`config.mk`:
```
export PLATFORM = sky130hd
export DESIGN_NAME = pulse_measure
export DESIGN_NICKNAME = d
export VERILOG_FILES = /design/src/rtl/pulse_measure_pkg.sv /design/src/rtl/pulse_measure_edge_sync.sv /design/src/rtl/pulse_measure.sv
export SDC_FILE = /design/constraint.sdc
export NUM_CORES = 1
export LEC_CHECK = 0
export ABC_AREA = 1
export CORE_UTILIZATION = 30
export DETAILED_ROUTE_END_ITERATION = 16
export PLACE_DENSITY = 0.55
export RECOVER_POWER = 100
export SYNTH_ARGS = -nofsm -noshare
export SYNTH_HDL_FRONTEND = slang
export SYNTH_SLANG_ARGS = --single-unit
```
`constraint.sdc`:
```
create_clock -name I_CLK -period 4.4 [get_ports I_CLK]
set_input_delay 0.88 -clock I_CLK [delete_from_list [all_inputs] [get_ports I_CLK]]
set_output_delay 0.88 -clock I_CLK [all_outputs]
set_load 0.01 [all_outputs]
```
`src/rtl/pulse_measure_pkg.sv`:
```
// Shared definitions for the pulse width / period measurement block.
package pulse_measure_pkg;

    // Default width of the cycle counters and measurement outputs.
    localparam int CNT_W_DEFAULT = 32;

    // Measurement FSM: IDLE waits for a first rising edge, HIGH counts the
    // high phase, LOW counts the remainder of the period.
    typedef enum logic [1:0] {
        IDLE = 2'd0,
        HIGH = 2'd1,
        LOW  = 2'd2
    } state_t;

endpackage

```
`src/rtl/pulse_measure_edge_sync.sv`:
```
// Two-flop synchronizer for an asynchronous input followed by a third
// register so that rising/falling edges can be detected cleanly.
module edge_sync (
    input  logic I_CLK,
    input  logic rst,
    input  logic d,
    output logic rise,
    output logic fall,
    output logic level
);

    logic meta_q;
    logic sync_q;
    logic prev_q;

    // Synchronizer stages plus the delayed copy used for edge detection.
    always_ff @(posedge I_CLK or posedge rst) begin
        if (rst) begin
            meta_q <= 1'b0;
            sync_q <= 1'b0;
            prev_q <= 1'b0;
        end else begin
            meta_q <= d;
            sync_q <= meta_q;
            prev_q <= sync_q;
        end
    end

    assign rise  = sync_q & ~prev_q;
    assign fall  = ~sync_q & prev_q;
    assign level = sync_q;

endmodule

```
`src/rtl/pulse_measure.sv`:
```
// Measures period (rise to rise) and high time (rise to fall) of sig_in in
// I_CLK cycles. A measurement is abandoned with a timeout pulse when the
// expected edge does not arrive within MAX_CNT cycles.
//
// meas_valid / timeout: single-cycle registered pulses, never together.
// period_out / high_out change only in the cycle meas_valid is high.
module pulse_measure
    import pulse_measure_pkg::*;
#(
    parameter int                 CNT_W   = CNT_W_DEFAULT,
    parameter logic [CNT_W-1:0]   MAX_CNT = {CNT_W{1'b1}}
) (
    input  logic             I_CLK,
    input  logic             rst,
    input  logic             sig_in,
    output logic [CNT_W-1:0] period_out,
    output logic [CNT_W-1:0] high_out,
    output logic             meas_valid,
    output logic             timeout
);

    localparam logic [CNT_W-1:0] ONE = CNT_W'(1);

    logic rise_det;
    logic fall_det;
    logic sig_level_unused;

    state_t           state_q,    state_d;
    logic [CNT_W-1:0] cnt_q,      cnt_d;
    logic [CNT_W-1:0] high_cap_q, high_cap_d;
    logic [CNT_W-1:0] period_d;
    logic [CNT_W-1:0] high_d;
    logic             meas_valid_d;
    logic             timeout_d;

    edge_sync u_edge_sync (
        .I_CLK (I_CLK),
        .rst   (rst),
        .d     (sig_in),
        .rise  (rise_det),
        .fall  (fall_det),
        .level (sig_level_unused)
    );

    // State, counter and output registers.
    always_ff @(posedge I_CLK or posedge rst) begin
        if (rst) begin
            state_q    <= IDLE;
            cnt_q      <= '0;
            high_cap_q <= '0;
            period_out <= '0;
            high_out   <= '0;
            meas_valid <= 1'b0;
            timeout    <= 1'b0;
        end else begin
            state_q    <= state_d;
            cnt_q      <= cnt_d;
            high_cap_q <= high_cap_d;
            period_out <= period_d;
            high_out   <= high_d;
            meas_valid <= meas_valid_d;
            timeout    <= timeout_d;
        end
    end

    // Next-state and next-value logic; the timeout check outranks the
    // increment so cnt saturates at MAX_CNT instead of wrapping.
    always_comb begin
        state_d      = state_q;
        cnt_d        = cnt_q;
        high_cap_d   = high_cap_q;
        period_d     = period_out;
        high_d       = high_out;
        meas_valid_d = 1'b0;
        timeout_d    = 1'b0;

        case (state_q)
            IDLE: begin
                if (rise_det) begin
                    cnt_d   = ONE;
                    state_d = HIGH;
                end else begin
                    cnt_d = '0;
                end
            end

            HIGH: begin
                // A rise here cannot happen (a fall must come first); ignore it.
                if (fall_det) begin
                    high_cap_d = cnt_q;
                    cnt_d      = (cnt_q == MAX_CNT) ? cnt_q : cnt_q + ONE;
                    state_d    = LOW;
                end else if (cnt_q == MAX_CNT) begin
                    timeout_d = 1'b1;
                    cnt_d     = '0;
                    state_d   = IDLE;
                end else begin
                    cnt_d = cnt_q + ONE;
                end
            end

            LOW: begin
                if (rise_det) begin
                    period_d     = cnt_q;
                    high_d       = high_cap_q;
                    meas_valid_d = 1'b1;
                    cnt_d        = ONE;
                    state_d      = HIGH;
                end else if (cnt_q == MAX_CNT) begin
                    timeout_d = 1'b1;
                    cnt_d     = '0;
                    state_d   = IDLE;
                end else begin
                    cnt_d = cnt_q + ONE;
                end
            end

            default: begin
                cnt_d   = '0;
                state_d = IDLE;
            end
        endcase
    end

endmodule
```
==> results of run 1 <==
==> power groups by stage <==
stage / sequential, mW / clock (mW) / combinational [mW]
after global routing: 1.33 / 1.52 / 0.400
after CTS: 1.32 / 1.47 / 0.375
after global placement: 1.34 / 0 / 0.371
after detailed placement: 1.34 / 0 / 0.370
final: 1.32 / 1.43 / 0.346
after floorplan: 1.34 / 0 / 0.281
==> layout make-up <==
cell class / instances / area [um^2] / share of cell area
sequential: 135 / 3378 / 0.4539
multi-input combinational: 475 / 2131 / 0.2863
timing repair buffer: 73 / 723.2 / 0.09718
clock buffer: 23 / 467.9 / 0.06288
tap: 265 / 331.6 / 0.04455
inverter: 75 / 286.5 / 0.03850
clock inverter: 9 / 123.9 / 0.01664
==> synth_stat cells (3+ instances only) <==
master | count | share of area
nor4_1 | 5 | 0.0053
nor2_2 | 4 | 0.0042
o21ai_1 | 5 | 0.0042
clkbuf_1 | 20 | 0.013
buf_6 | 3 | 0.0057
o21ai_0 | 81 | 0.068
nand2_2 | 3 | 0.0032
nor3_1 | 8 | 0.0067
nand4_1 | 19 | 0.020
nand2_1 | 245 | 0.15
dfrtp_1 | 135 | 0.57
inv_2 | 6 | 0.0038
nand3_1 | 29 | 0.024
ha_1 | 5 | 0.011
nand2_4 | 3 | 0.0057
nor2_4 | 3 | 0.0057
inv_1 | 67 | 0.042
nor2_1 | 54 | 0.034
==> logic make-up (layout without fill, tap and decap cells) <==
logic type / count (synthesis) / in the layout / synth area share
compound gates: 89 / 89 / 0.07524
fa+ha+maj: 5 / 5 / 0.01051
buf+inv: 100 / 180 / 0.06956
flops: 135 / 135 / 0.5675
simple gates: 379 / 379 / 0.2743
xor+xnor: 2 / 2 / 0.002943
==> flip-flops by register name (all words and copies together), names as in the netlist <==
| name | cells |
|---|---|
| period_out | 32 |
| timeout | 1 |
| u_edge_sync.prev_q | 1 |
| u_edge_sync.level | 1 |
| high_out | 32 |
| meas_valid | 1 |
| cnt_q | 32 |
| state_q | 2 |
| high_cap_q | 32 |
| u_edge_sync.meta_q | 1 |
==> final timing paths <==
check,from,endpoint,cells after the start
worst min-delay path,u_edge_sync.meta_q,u_edge_sync.level,0
worst max-delay path,state_q[1],cnt_q[20],10
max in group asynchronous,rst,high_cap_q[7],3
worst max register to register,state_q[1],cnt_q[20],10
min in group asynchronous,rst,high_out[12],2
worst min register to register,u_edge_sync.meta_q,u_edge_sync.level,0
==> worst max-delay path, cell delays in order, from the launching register on <==
cell and delay [ps]:
dfrtp_1 400, inv_1 100, ha_1 210, inv_1 70
nor2_1 810, inv_2 610, nand2_1 230, nand3_1 100
nand2_1 170, inv_4 160, nor2_1 140
==> metal layers <==
metal / global-route usage / routed length [um]
met1: 0.2010 / 6752
met2: 0.2299 / 6274
met3: 0.02918 / 518
met4: 0.07244 / 248
met5: 0 / 0
==> out/metrics.yaml, run 1 <==
grt:
  antenna_found_initial: 0
  grt_overflow: 0
  grt_pass1_wl_um: 23570
  grt_use_total: 0.1494
  grt_pass1_vias: 4618
  grt_max_degree: 65
cells_and_area:
  stdcell_count: 1055
  fin_area_mm2: 0.007442
  nets: 785
  syn_to_final_growth_pct: 25.01
  layout-drive-gt1-share: 0.06709
  fill_cells: 2041
  utilization: 0.3824
  final_cell_mix: "nand2_1, dfrtp_1, o21ai_0, dlygate4sd3_1, inv_1"
  num_antenna_cells: 0
  layout_commonest_cell: "nand2_1"
placement:
  dp_worst_setup_slack_ps: 2051
  dp.cells: 1023
  place_area_mm2: 0.006893
  gp_congestion: 0.8337
  port_buffers: 68
  dp_hpwl_um: 9490
clock_tree:
  cts_tree: "done"
  ctsResizeCount: 0
  post_cts_buffers: 0
  clock_path_buffers: 2
  path_clk_slew_ps: 60
  numClockSinks: 135
  root_buffer: "clkbuf_16"
  cts_made_buffers: 17
  postCtsHoldBufs: 0
  htreeDepth: 4
  worstSkewPairLatency_ps: 420
sta:
  rsz0062_at_grt: "no"
  setup_ws_ps: 1318
  finalMaxSlewViolations: 65
  slew_headroom: -0.1316
  max_freq_ghz: 0.3245
  setup_tns_ps: 0
  fin_crit_ps: 3082
  holdWs_ps: 346.2
  setup_violations: 0
  final-hold-violation-count: 0
  min_period_over_period: 0.7004
  finClkSkew_ps: 7.628
  tightest_slew_ps: 1695
power:
  comb_power_share: 0.112
  ir_worst_vdd_v: 0.0001807
  p_sw_frac: 0.2573
  p_per_area_mw_per_mm2: 416.5
  total_power_mw: 3.100
  p_switching_uw: 797.5
  leakage_nw: 3.649
  power_frac_clock: 0.462
  p_int_mw: 2.302
  seq_power_share: 0.426
synth:
  netlist_area_mm2: 0.005953
  synth.avg_cell_area_um2: 8.385
  yosysSeqAreaShare: 0.5675
  synth_ff_type: "dfrtp_1"
  synth_seq_cells: 135
  async_reset_ff_frac: 1.000
  ys_warn_count: 0
  synth_edf_count: 0
  synthesis.instances: 710
  ys_types: 30
  synth_nets: 718
routing:
  drc: 0
  drtIter0Drc: 319
  vias: 4659
  via_per_inst: 4.416
  dr.pass1.iters: 5
  antenna_left: 0
  routed_wl_um: 13790
  wl_per_cell_um: 13.07
die:
  start_util: 0.3059
  dieWidth_um: 142.9
  core_area_mm2: 0.01946
  die_height_um: 142.9
  rows: 51
  die-area_mm2: 0.02041
  num_io_pins: 69
worst_setup_path:
  ff2ff_setup_slack_ps: 1320
  end_kind: "flop"
  worstPathRequired_ps: 4750
  path_class: "reg -> reg"
  setup.worst_path.start_class: "flop"
  worstPathMaxFanout: 54
  worst_ep_arrival_time_ps: 3430
worst_hold_path:
  hp-class: "reg -> reg"
status:
  status: "finished with violations"
  violations: "capacitance limit, slew limit"
job:
  max_cap_violations: 1
(Power assumes the default switching activity.)
==> inputs of run 2 (changes only) <==
==> constraint.sdc (replaced) <==
create_clock -name I_CLK -period 2.5 [get_ports I_CLK]
set_input_delay 0.5 -clock I_CLK [delete_from_list [all_inputs] [get_ports I_CLK]]
set_output_delay 0.5 -clock I_CLK [all_outputs]
set_load 0.01 [all_outputs]
==> run 2 against run 1 <==
  * Final cell count rose by 0.28%
  * Clock power rose by 80%
  * Critical path depth rose by 2
  * Largest cell class unchanged
  * The run now ends clean
  * Worst setup slack got worse by 990 ps
  * Via count rose by 1.5%
  * Die area did not move
  * Worst hold slack improved by 0.80 ps
  * Global-route usage rose by 0.10 points
==> out/metrics.yaml, run 2 (synthesis results as in run 1) <==
status:
  status: "completed"
worst_setup_path:
  worstPathMaxFanout: 25
  worstPathRequired_ps: 2800
  setup.worst_path.start_class: "flop"
  end_kind: "flop"
  path_class: "reg -> reg"
  worst_ep_arrival_time_ps: 2470
sta:
  slew_headroom: 0.05081
  min_period_over_period: 0.8675
  rsz0062_at_grt: "no"
  setup_violations: 0
  max_freq_ghz: 0.4611
  setup_tns_ps: 0
  fin_crit_ps: 2169
  finalMaxSlewViolations: 0
  tightest_slew_ps: 1424
  holdWs_ps: 347.0
  setup_ws_ps: 331.2
  finClkSkew_ps: 10.61
  final-hold-violation-count: 0
placement:
  dp_hpwl_um: 9432
  port_buffers: 68
  gp_congestion: 0.8488
  dp_worst_setup_slack_ps: 572.6
  dp.cells: 1026
  place_area_mm2: 0.006928
die:
  start_util: 0.3059
  die-area_mm2: 0.02041
  dieWidth_um: 142.9
  core_area_mm2: 0.01946
  num_io_pins: 69
  rows: 51
  die_height_um: 142.9
cells_and_area:
  fill_cells: 2001
  layout_commonest_cell: "nand2_1"
  stdcell_count: 1058
  final_cell_mix: "nand2_1, dfrtp_1, o21ai_0, inv_1, dlygate4sd3_1"
  layout-drive-gt1-share: 0.07314
  fin_area_mm2: 0.007485
  num_antenna_cells: 0
  utilization: 0.3846
  layout.area.seq_mm2: 0.003378
  syn_to_final_growth_pct: 25.73
  multi_input_area_mm2: 0.002146
  nets: 788
power:
  p_sw_frac: 0.2634
  ir_worst_vdd_v: 0.0004094
  comb_power_share: 0.114
  p_int_mw: 4.066
  seq_power_share: 0.421
  leakage_nw: 3.662
  power_frac_clock: 0.465
  p_switching_mw: 1.454
  total_power_mw: 5.520
  p_per_area_mw_per_mm2: 737.5
worst_hold_path:
  hp-class: "reg -> reg"
clock_tree:
  cts_tree: "done"
  postCtsHoldBufs: 0
  clock_path_buffers: 2
  cts_made_buffers: 17
  post_cts_buffers: 0
  root_buffer: "clkbuf_16"
  path_clk_slew_ps: 60
  numClockSinks: 135
  worstSkewPairLatency_ps: 430
  ctsResizeCount: 0
  htreeDepth: 4
grt:
  grt_pass1_vias: 4643
  antenna_found_initial: 0
  grt_use_total: 0.1504
  grt_max_degree: 104
  grt_overflow: 0
  grt_pass1_wl_um: 23650
routing:
  drc: 0
  dr.pass1.iters: 7
  wl_per_cell_um: 13.18
  antenna_left: 0
  routed_wl_um: 13950
  drtIter0Drc: 343
  vias: 4731
  via_per_inst: 4.472
job:
  max_cap_violations: 0
==> run 2: cell count changes in the layout (fill, tap and decap cells not counted), moves of 2 or more <==
cell        previous run  this run
clkinvlp_4             0         3
inv_1                 66        68
buf_4                  2         0
clkinv_2               6         4
inv_2                  6         3
clkbuf_1               6         3
clkbuf_2               0         4
==> run 2: cell type report <==
type                            count  share of cell area
Tap cell                          265             0.04430
Sequential cell                   135              0.4514
Timing Repair Buffer               76             0.09829
Clock buffer                       20             0.06102
Multi-Input combinational cell    475              0.2867
Inverter                           75             0.03828
Clock inverter                     12             0.02006
==> run 2: layer usage <==
layer	global-route usage	wire, um	part of all wire	vias up
met3	0.03286	526	0.038	17
met4	0.06848	259	0.019	0
met1	0.2078	6874	0.49	2227
li1	-	-	-	2397
met2	0.2242	6286	0.45	90
met5	0	0	0	-
==> run 2: worst max-delay path, stage by stage (launching register included) <==
cell and delay [ps]:
dfrtp_1 400, ha_1 200, nand2_1 70, nor2_1 260
nand2_4 110, nor2_8 160, nand3_1 110, clkinvlp_2 150
nand2_1 90, nand3_2 80, nand2_4 60, inv_4 240
nor2_1 100
==> run 2: power by group through the flow <==
| stage | registers, mW | clock network [mW] | logic, mW |
|---|---|---|---|
| floorplan | 2.37 | 0 | 0.495 |
| global placement | 2.36 | 0 | 0.662 |
| detailed placement | 2.36 | 0 | 0.663 |
| CTS | 2.33 | 2.62 | 0.667 |
| global route | 2.34 | 2.72 | 0.737 |
| finish | 2.32 | 2.57 | 0.630 |
==> run 2: worst paths after layout <==
path / start / slack, ps / cells past startpoint / to
worst max-delay path: cnt_q[0] / 330 / 12 / cnt_q[29]
worst min-delay path: u_edge_sync.meta_q / 350 / 0 / u_edge_sync.level
worst max register to register: cnt_q[0] / 330 / 12 / cnt_q[29]
worst min register to register: u_edge_sync.meta_q / 350 / 0 / u_edge_sync.level
max in group asynchronous: rst / 510 / 3 / u_edge_sync.prev_q
min in group asynchronous: rst / 800 / 3 / high_out[12]
